[config.mk]
export PLATFORM = sky130hd
export DESIGN_NAME = mem_port_arbiter
export DESIGN_NICKNAME = d
export VERILOG_FILES = /design/src/rtl/mem_port_arbiter.sv
export SDC_FILE = /design/constraint.sdc
export NUM_CORES = 1
export LEC_CHECK = 0
export CORE_ASPECT_RATIO = 2
export CORE_UTILIZATION = 43
export CTS_CLUSTER_DIAMETER = 150
export CTS_CLUSTER_SIZE = 8
export DETAILED_ROUTE_END_ITERATION = 8
export PLACE_DENSITY = 0.94
export SLEW_MARGIN = 15
export SYNTH_ARGS = -nofsm -noshare
export SYNTH_HDL_FRONTEND = slang
export SYNTH_SLANG_ARGS = --single-unit
[constraint.sdc]
create_clock -name i_clk -period 4.6 [get_ports i_clk]
set_clock_uncertainty 0.15 [all_clocks]
set_input_delay 0.69 -clock i_clk [delete_from_list [all_inputs] [get_ports i_clk]]
set_output_delay 0.69 -clock i_clk [all_outputs]
set_load 0.01 [all_outputs]
[src/rtl/mem_port_arbiter.sv]
// Round-robin arbiter sharing one memory port between fetch and LSU.
// Serialises requests, routes responses and aborts stalled transactions.
module mem_port_arbiter #(
    parameter int DATA_WIDTH      = 32,
    parameter int BYTE_DATA_WIDTH = 4,
    parameter int TIMEOUT_CYCLES  = 255
) (
    input  logic                       i_clk,
    input  logic                       i_rst,
    input  logic                       i_inst_req,
    input  logic [DATA_WIDTH-1:0]      i_inst_addr,
    output logic                       o_inst_valid,
    output logic [DATA_WIDTH-1:0]      o_inst_data,
    input  logic                       i_data_req,
    input  logic                       i_data_we,
    input  logic [BYTE_DATA_WIDTH-1:0] i_byte_enable,
    input  logic [DATA_WIDTH-1:0]      i_data_addr,
    input  logic [DATA_WIDTH-1:0]      i_wdata,
    output logic                       o_data_valid,
    output logic [DATA_WIDTH-1:0]      o_rdata,
    output logic                       o_mem_req,
    output logic                       o_mem_we,
    output logic [BYTE_DATA_WIDTH-1:0] o_mem_byte_enable,
    output logic [DATA_WIDTH-1:0]      o_mem_addr,
    output logic [DATA_WIDTH-1:0]      o_mem_wdata,
    input  logic                       i_mem_valid,
    input  logic [DATA_WIDTH-1:0]      i_mem_rdata,
    output logic                       o_bus_error
);

    localparam int CW = $clog2(TIMEOUT_CYCLES + 1);

    typedef enum logic [1:0] {
        IDLE,
        BUSY_INST,
        BUSY_DATA,
        RESP
    } state_t;

    state_t                     r_state;
    logic                       r_last_data;
    logic [CW-1:0]              r_cnt;
    logic                       r_mem_req;
    logic                       r_mem_we;
    logic [BYTE_DATA_WIDTH-1:0] r_mem_be;
    logic [DATA_WIDTH-1:0]      r_mem_addr;
    logic [DATA_WIDTH-1:0]      r_mem_wdata;
    logic                       r_inst_valid;
    logic [DATA_WIDTH-1:0]      r_inst_data;
    logic                       r_data_valid;
    logic [DATA_WIDTH-1:0]      r_rdata;
    logic                       r_bus_error;

    logic w_grant_inst;
    logic w_grant_data;
    logic w_timeout;

    // On contention the side that did not win last time gets the port.
    assign w_grant_inst = i_inst_req && (!i_data_req || r_last_data);
    assign w_grant_data = i_data_req && !w_grant_inst;
    assign w_timeout    = (r_cnt == CW'(TIMEOUT_CYCLES - 1));

    always_ff @(posedge i_clk) begin
        if (!i_rst) begin
            r_state      <= IDLE;
            r_last_data  <= 1'b1;
            r_cnt        <= '0;
            r_mem_req    <= 1'b0;
            r_mem_we     <= 1'b0;
            r_mem_be     <= '0;
            r_mem_addr   <= '0;
            r_mem_wdata  <= '0;
            r_inst_valid <= 1'b0;
            r_inst_data  <= '0;
            r_data_valid <= 1'b0;
            r_rdata      <= '0;
            r_bus_error  <= 1'b0;
        end else begin
            unique case (r_state)
                IDLE: begin
                    r_cnt <= '0;
                    if (w_grant_inst) begin
                        r_state     <= BUSY_INST;
                        r_last_data <= 1'b0;
                        r_mem_req   <= 1'b1;
                        r_mem_we    <= 1'b0;
                        r_mem_be    <= '1;
                        r_mem_addr  <= i_inst_addr;
                        r_mem_wdata <= '0;
                    end else if (w_grant_data) begin
                        r_state     <= BUSY_DATA;
                        r_last_data <= 1'b1;
                        r_mem_req   <= 1'b1;
                        r_mem_we    <= i_data_we;
                        r_mem_be    <= i_byte_enable;
                        r_mem_addr  <= i_data_addr;
                        r_mem_wdata <= i_wdata;
                    end
                end
                BUSY_INST: begin
                    r_cnt <= r_cnt + 1'b1;
                    if (i_mem_valid) begin
                        r_inst_data  <= i_mem_rdata;
                        r_inst_valid <= 1'b1;
                        r_bus_error  <= 1'b0;
                        r_mem_req    <= 1'b0;
                        r_state      <= RESP;
                    end else if (w_timeout) begin
                        r_inst_data  <= '0;
                        r_inst_valid <= 1'b1;
                        r_bus_error  <= 1'b1;
                        r_mem_req    <= 1'b0;
                        r_state      <= RESP;
                    end
                end
                BUSY_DATA: begin
                    r_cnt <= r_cnt + 1'b1;
                    if (i_mem_valid) begin
                        r_rdata      <= i_mem_rdata;
                        r_data_valid <= 1'b1;
                        r_bus_error  <= 1'b0;
                        r_mem_req    <= 1'b0;
                        r_state      <= RESP;
                    end else if (w_timeout) begin
                        r_rdata      <= '0;
                        r_data_valid <= 1'b1;
                        r_bus_error  <= 1'b1;
                        r_mem_req    <= 1'b0;
                        r_state      <= RESP;
                    end
                end
                RESP: begin
                    r_inst_valid <= 1'b0;
                    r_data_valid <= 1'b0;
                    r_bus_error  <= 1'b0;
                    r_cnt        <= '0;
                    r_state      <= IDLE;
                end
                default: r_state <= IDLE;
            endcase
        end
    end

    assign o_mem_req         = r_mem_req;
    assign o_mem_we          = r_mem_we;
    assign o_mem_byte_enable = r_mem_be;
    assign o_mem_addr        = r_mem_addr;
    assign o_mem_wdata       = r_mem_wdata;
    assign o_inst_valid      = r_inst_valid;
    assign o_inst_data       = r_inst_data;
    assign o_data_valid      = r_data_valid;
    assign o_rdata           = r_rdata;
    assign o_bus_error       = r_bus_error;

endmodule

==> impl_metrics.json <==
{
  "synth_most_common_cell": "dfxtp_1",
  "whs_ps": 312.6,
  "async_reset_ff_share_pct": 0,
  "fin_crit_sh_pct": 65.24,
  "cts_setup_buffers": 0,
  "via_per_inst": 5.576,
  "ctsResizeCount": 0,
  "grt_max_degree": 73,
  "portBuffers": 274,
  "p_leak_nw": 3.278,
  "critPathMaxStageDelay_ps": 970,
  "dr.first_iter.drc_count": 250,
  "hold_buffers": 0,
  "seq_power_share_pct": 36.5,
  "dpl.cell_count": 914,
  "met2_length_mm": 9.324,
  "setup_slack_ps": 1599,
  "crit_fanout": 72,
  "cts_sinks": 148,
  "grt_pass1_vias": 5216,
  "tightestPinTransition_ps": 1134,
  "synth_commonest_cells": "148 x dfxtp_1, 75 x nor2_1, 38 x nand2_1",
  "min_period_ps": 3001,
  "grt_pass1_wl_mm": 25.96,
  "power.share.clock_pct": 30.4,
  "fin_setup_tns_ps": 0,
  "synth-edff-count": 0,
  "path_class": "in -> reg",
  "drv_cap": 0,
  "worstSetupEndpointType": "register",
  "drive_above_1_share_pct": 6.884,
  "p_per_area_nw_per_um2": 528.3,
  "multi_input_area_um2": 2213,
  "antenna_found_initial": 0,
  "dr_total_vias": 5275,
  "route.detailed.drc": 0,
  "met3RoutedLength_mm": 1.063,
  "pre_cts_ws_ps": 1207,
  "yosysTopAreaCell": "dfxtp_1",
  "root_buffer": "clkbuf_16",
  "setup_viol": 0,
  "antenna_cells": 0,
  "fin_cells": 946,
  "area_growth_pct": 61.07,
  "intPower_w": 0.003155,
  "post_synth.cell_area_avg_um2": 10.21,
  "row_count": 57,
  "insertion_delay_ps": 410,
  "clk_pin_slew_ps": 60,
  "cts_tree": "yes",
  "cp.arrival_ps": 3190,
  "ys.flop_type": "dfxtp_1",
  "netlist.area_leader.share_pct": 54.26,
  "die_area_um2": 13180,
  "post_drt_wl_per_cell_um": 17.92,
  "fmax_mhz": 333.2,
  "slew_viol_final": 0,
  "htreeDepth": 4,
  "synth_area_um2": 5460,
  "clockBufferDepth": 2,
  "status": "completed",
  "slowest_stage": "nor2_1",
  "place_area_um2": 8188,
  "ir_worst_vdd_mv": 0.3893,
  "overflow": 0,
  "ys_warn_count": 0,
  "synth.distinct_cells": 40,
  "top_layer": "met4",
  "nFillCells": 842,
  "hold_viol": 0,
  "slew_headroom_pct": 24.12,
  "hold_path.class": "reg -> reg",
  "nets": 931,
  "ff_latch_area_um2": 2963,
  "routed_wl_mm": 16.95,
  "cts_made_buffers": 17,
  "syn_inst": 535,
  "cp-start-kind": "input port",
  "io_pins": 275,
  "ys_ff_latch": 148,
  "synthTopCellsByArea": "dfxtp_1 54%, a32o_1 6.2%, nor2_1 5.2%",
  "synth_seq_area_share_pct": 54.26,
  "comb_power_share_pct": 33.1,
  "synth_nets": 680,
  "coreArea_um2": 12270,
  "track_usage_pct": 25.98,
  "switching_share_pct": 32.09,
  "power.switching_w": 0.001491,
  "dr.pass1.iters": 4,
  "finalInstanceArea_um2": 8795,
  "worstPathCellList": "clkdlybuf4s50_1 -> inv_4 -> nor2_1 -> a32o_1",
  "rsz0062_at_grt": "false",
  "antenna_left": 0,
  "r2r_slack_ps": 2120,
  "start_util_pct": 44.51,
  "post-dp-hpwl_mm": 12.21,
  "place_congestion": 0.8299,
  "fp.dieW_um": 81.68,
  "die_y_um": 161.4,
  "wl_met1_mm": 5.866,
  "required_ps": 4790
}
## per-stage QoR
stage,utilization [%],power [W]
finish,71.70,0.004646
global route,71.70,0.004889
CTS,71.70,0.004676
detailed placement,66.75,0.003254
global placement,66.75,0.003206
floorplan,-,0.002485
## cell families (layout without fill, tap and decap cells)
logic type / Yosys count / after routing / share of synthesized area (%)
AOI/OAI and AO/OA: 157 / 157 / 25.41
xor gates and xnor gates: 5 / 5 / 0.8022
buffers and inverters: 56 / 320 / 5.224
DFF: 148 / 148 / 54.26
and+or+nand+nor: 162 / 162 / 12.69
adders and majority gates: 7 / 7 / 1.604
## placed cells by master (no fill, tap or decap), types with 2 or more instances in the layout
cell type | Yosys | routed
a21oi_1 | 5 | 5
a21oi_4 | 2 | 2
a22o_1 | 32 | 32
a22oi_1 | 33 | 33
a311oi_1 | 32 | 32
a32o_1 | 34 | 34
and3_1 | 2 | 2
buf_4 | 0 | 8
bufinv_16 | 0 | 2
clkbuf_16 | 0 | 17
clkdlybuf4s50_1 | 0 | 274
clkinv_4 | 0 | 2
clkinvlp_4 | 0 | 2
dfxtp_1 | 148 | 148
ha_1 | 7 | 7
inv_1 | 5 | 5
inv_6 | 0 | 5
inv_8 | 0 | 4
nand2_1 | 38 | 38
nand2b_1 | 2 | 2
nand3_1 | 36 | 36
nor2_1 | 75 | 75
nor3_1 | 2 | 2
o211ai_1 | 2 | 2
o21ai_0 | 6 | 6
o221a_2 | 4 | 4
or3_1 | 2 | 2
xnor2_1 | 2 | 2
xor2_1 | 3 | 3
## flip-flops by register name (all words and copies together), names as in the netlist
signal             cells
r_last_data            1
o_mem_we               1
o_inst_data           32
o_mem_addr            32
o_rdata               32
o_mem_byte_enable      4
o_data_valid           1
o_bus_error            1
o_inst_valid           1
r_state                2
r_cnt                  8
o_mem_req              1
o_mem_wdata           32
## layer usage
metal,global-route usage [%],vias up
li1,-,2513
met1,25.57,2492
met2,46.74,229
met3,7.062,41
met4,14.83,0
met5,0,-
## power groups by stage
stage / combinational [W] / clock [W] / sequential (W)
after floorplan: 0.000667 / 0 / 0.00182
after global placement: 0.00150 / 0 / 0.00171
after detailed placement: 0.00154 / 0 / 0.00172
after CTS: 0.00154 / 0.00144 / 0.00169
after global routing: 0.00166 / 0.00150 / 0.00173
final: 0.00154 / 0.00141 / 0.00169
## path summary, 6_finish.rpt
| path | from | end | cells past startpoint |
|---|---|---|---|
| max | i_rst | o_inst_data[26] | 4 |
| min reg2reg | r_last_data | r_last_data | 2 |
| min | r_last_data | r_last_data | 2 |
| max reg2reg | r_state[0] | o_mem_addr[28] | 6 |
## critical path, delay by kind of cell
kind	cells	cell delay (ps)
compound gates	1	290
buf+inv	2	1230
simple gates	1	970
## layout make-up
cell class                      count  area share [%]
Timing Repair Buffer              282           31.87
Clock inverter                     15           2.063
Tap cell                          147           2.091
Multi-Input combinational cell    331           25.17
Clock buffer                       17           4.837
Inverter                            6          0.2845
Sequential cell                   148           33.69
Power figures use the tool's default switching activity.
==> variant (same settings) <==
Encoding of `state_t`: now one-hot (4 bits for 4 states).
--- a/src/rtl/mem_port_arbiter.sv
+++ b/src/rtl/mem_port_arbiter.sv
@@ -32,7 +32,7 @@
 
-    typedef enum logic [1:0] {
-        IDLE,
-        BUSY_INST,
-        BUSY_DATA,
-        RESP
+    typedef enum logic [3:0] {
+        IDLE      = 4'b0001,
+        BUSY_INST = 4'b0010,
+        BUSY_DATA = 4'b0100,
+        RESP      = 4'b1000
     } state_t;
Behaviour: same outputs for any inputs over 4 cycles, from zero or initial values and one cycle with i_rst low; so few cycles prove little.
==> variant against the unedited design <==
- wire length rose by 27%
- register-to-register slack got worse by 0.59 ns
- worst setup slack got worse by 0.066 ns
- cell area rose by 12%
- die area rose by 18%
- maximum frequency fell by 2.2%
- final cell count rose by 16%
- sequential share of layout area fell by 3.1 points
- highest routed layer unchanged
- sequential cell count rose by 2
- area after synthesis rose by 18%
Power is not compared: it rests on default switching activity, and its combinational part moved more than twofold at a synthesized area within 25%.
==> variant: results <==
metrics = {
    "run_status": {
        "status": "finished, final reports clean",
    },
    "logic_synthesis": {
        "yosysSeqAreaShare_pct": 46.5,
        "synth_fp_nets": 823,
        "ys.flop_type": "dfxtp_1",
        "synth_cell_type_count": 48,
        "syn_area_per_cell_um2": 9.45,
        "synth_commonest_cells": "150 x dfxtp_1, 69 x clkbuf_1, 65 x a311oi_1",
        "yosys-top-cells-area": "dfxtp_1 47%, a311oi_1 8.8%, a31oi_1 6.2%",
        "async_flop_share_pct": 0,
    },
    "critical_path": {
        "endpoint": "o_mem_addr[4]",
        "max_stage_delay_ns": 0.96,
        "startpoint": "r_state[0]",
        "path_delay_family": "simple AND/OR/NAND/NOR gates",
        "rrSetupSlack_ns": 1.53,
        "cp_max_fo": 38,
        "r2r_cells": 3,
    },
    "place": {
        "post-dp-hpwl_um": 14300,
        "placed_cell_area_mm2": 0.00916,
        "gp_congestion": 0.883,
        "dp_cells": 1071,
        "dp_slack_ns": 1.25,
    },
    "route": {
        "dr_wl_met2_um": 11100,
        "via_count": 6877,
        "wl_met1_um": 7880,
        "routed_wl_um": 21500,
        "wl_met3_um": 1620,
        "drtPass1Iterations": 5,
        "dr.first_iter.drc_count": 440,
        "avgViaCountPerCell": 6.24,
    },
    "sta": {
        "clock.fmax_ghz": 0.326,
        "whs_ns": 0.321,
        "tightestPinTransition_ns": 1.18,
    },
    "global_routing": {
        "grt_use_met3_pct": 7.14,
        "grt_usage_pct": 27.2,
        "grt_pass1_vias": 6510,
        "use_met2_pct": 46.4,
        "grt_max_degree": 99,
        "grt_pass1_wl_um": 33300,
        "use_met1_pct": 30.4,
    },
    "finish": {
        "drive_gt1_share_pct": 7.39,
        "fin_nets": 1035,
        "fill_cells": 1130,
        "n_antenna_cell": 0,
        "ff_latch_area_mm2": 0.00300,
    },
    "min_path": {
        "hold_path_startpoint": "o_bus_error",
    },
    "clocking": {
        "post_cts_buffers": 0,
    },
}
variant: cell types whose count changed in the layout (fill, tap and decap cells not counted), sizes merged, moves of 22 or more:
cell,change
a22o,-32
inv,+22
a311oi,+33
o221a,+29
a31oi,+64
a22oi,-33
a21oi,+41
nand3,-33
nor2,-72
a32o,-34
o2111ai,+33
o21ai,+31
a41oi,+31
variant: cell families after synthesis:
| group | after synthesis | synth area share, % |
|---|---|---|
| AO/OA/AOI/OAI | 331 | 38.4 |
| flip-flops | 150 | 46.5 |
| buffers and inverters | 130 | 8.24 |
| AND/OR/NAND/NOR | 67 | 6.03 |
| XOR/XNOR | 2 | 0.271 |
| adder cells (fa/ha/maj) | 2 | 0.388 |
| multiplexers | 1 | 0.155 |
variant: final cells by class:
class,instances,area share (%)
timing repair buffer,284,28.7
clock inverter,12,2.32
multi-input combinational,403,30.0
inverter,39,1.51
tap,195,2.48
sequential,150,30.6
clock buffer,19,4.40
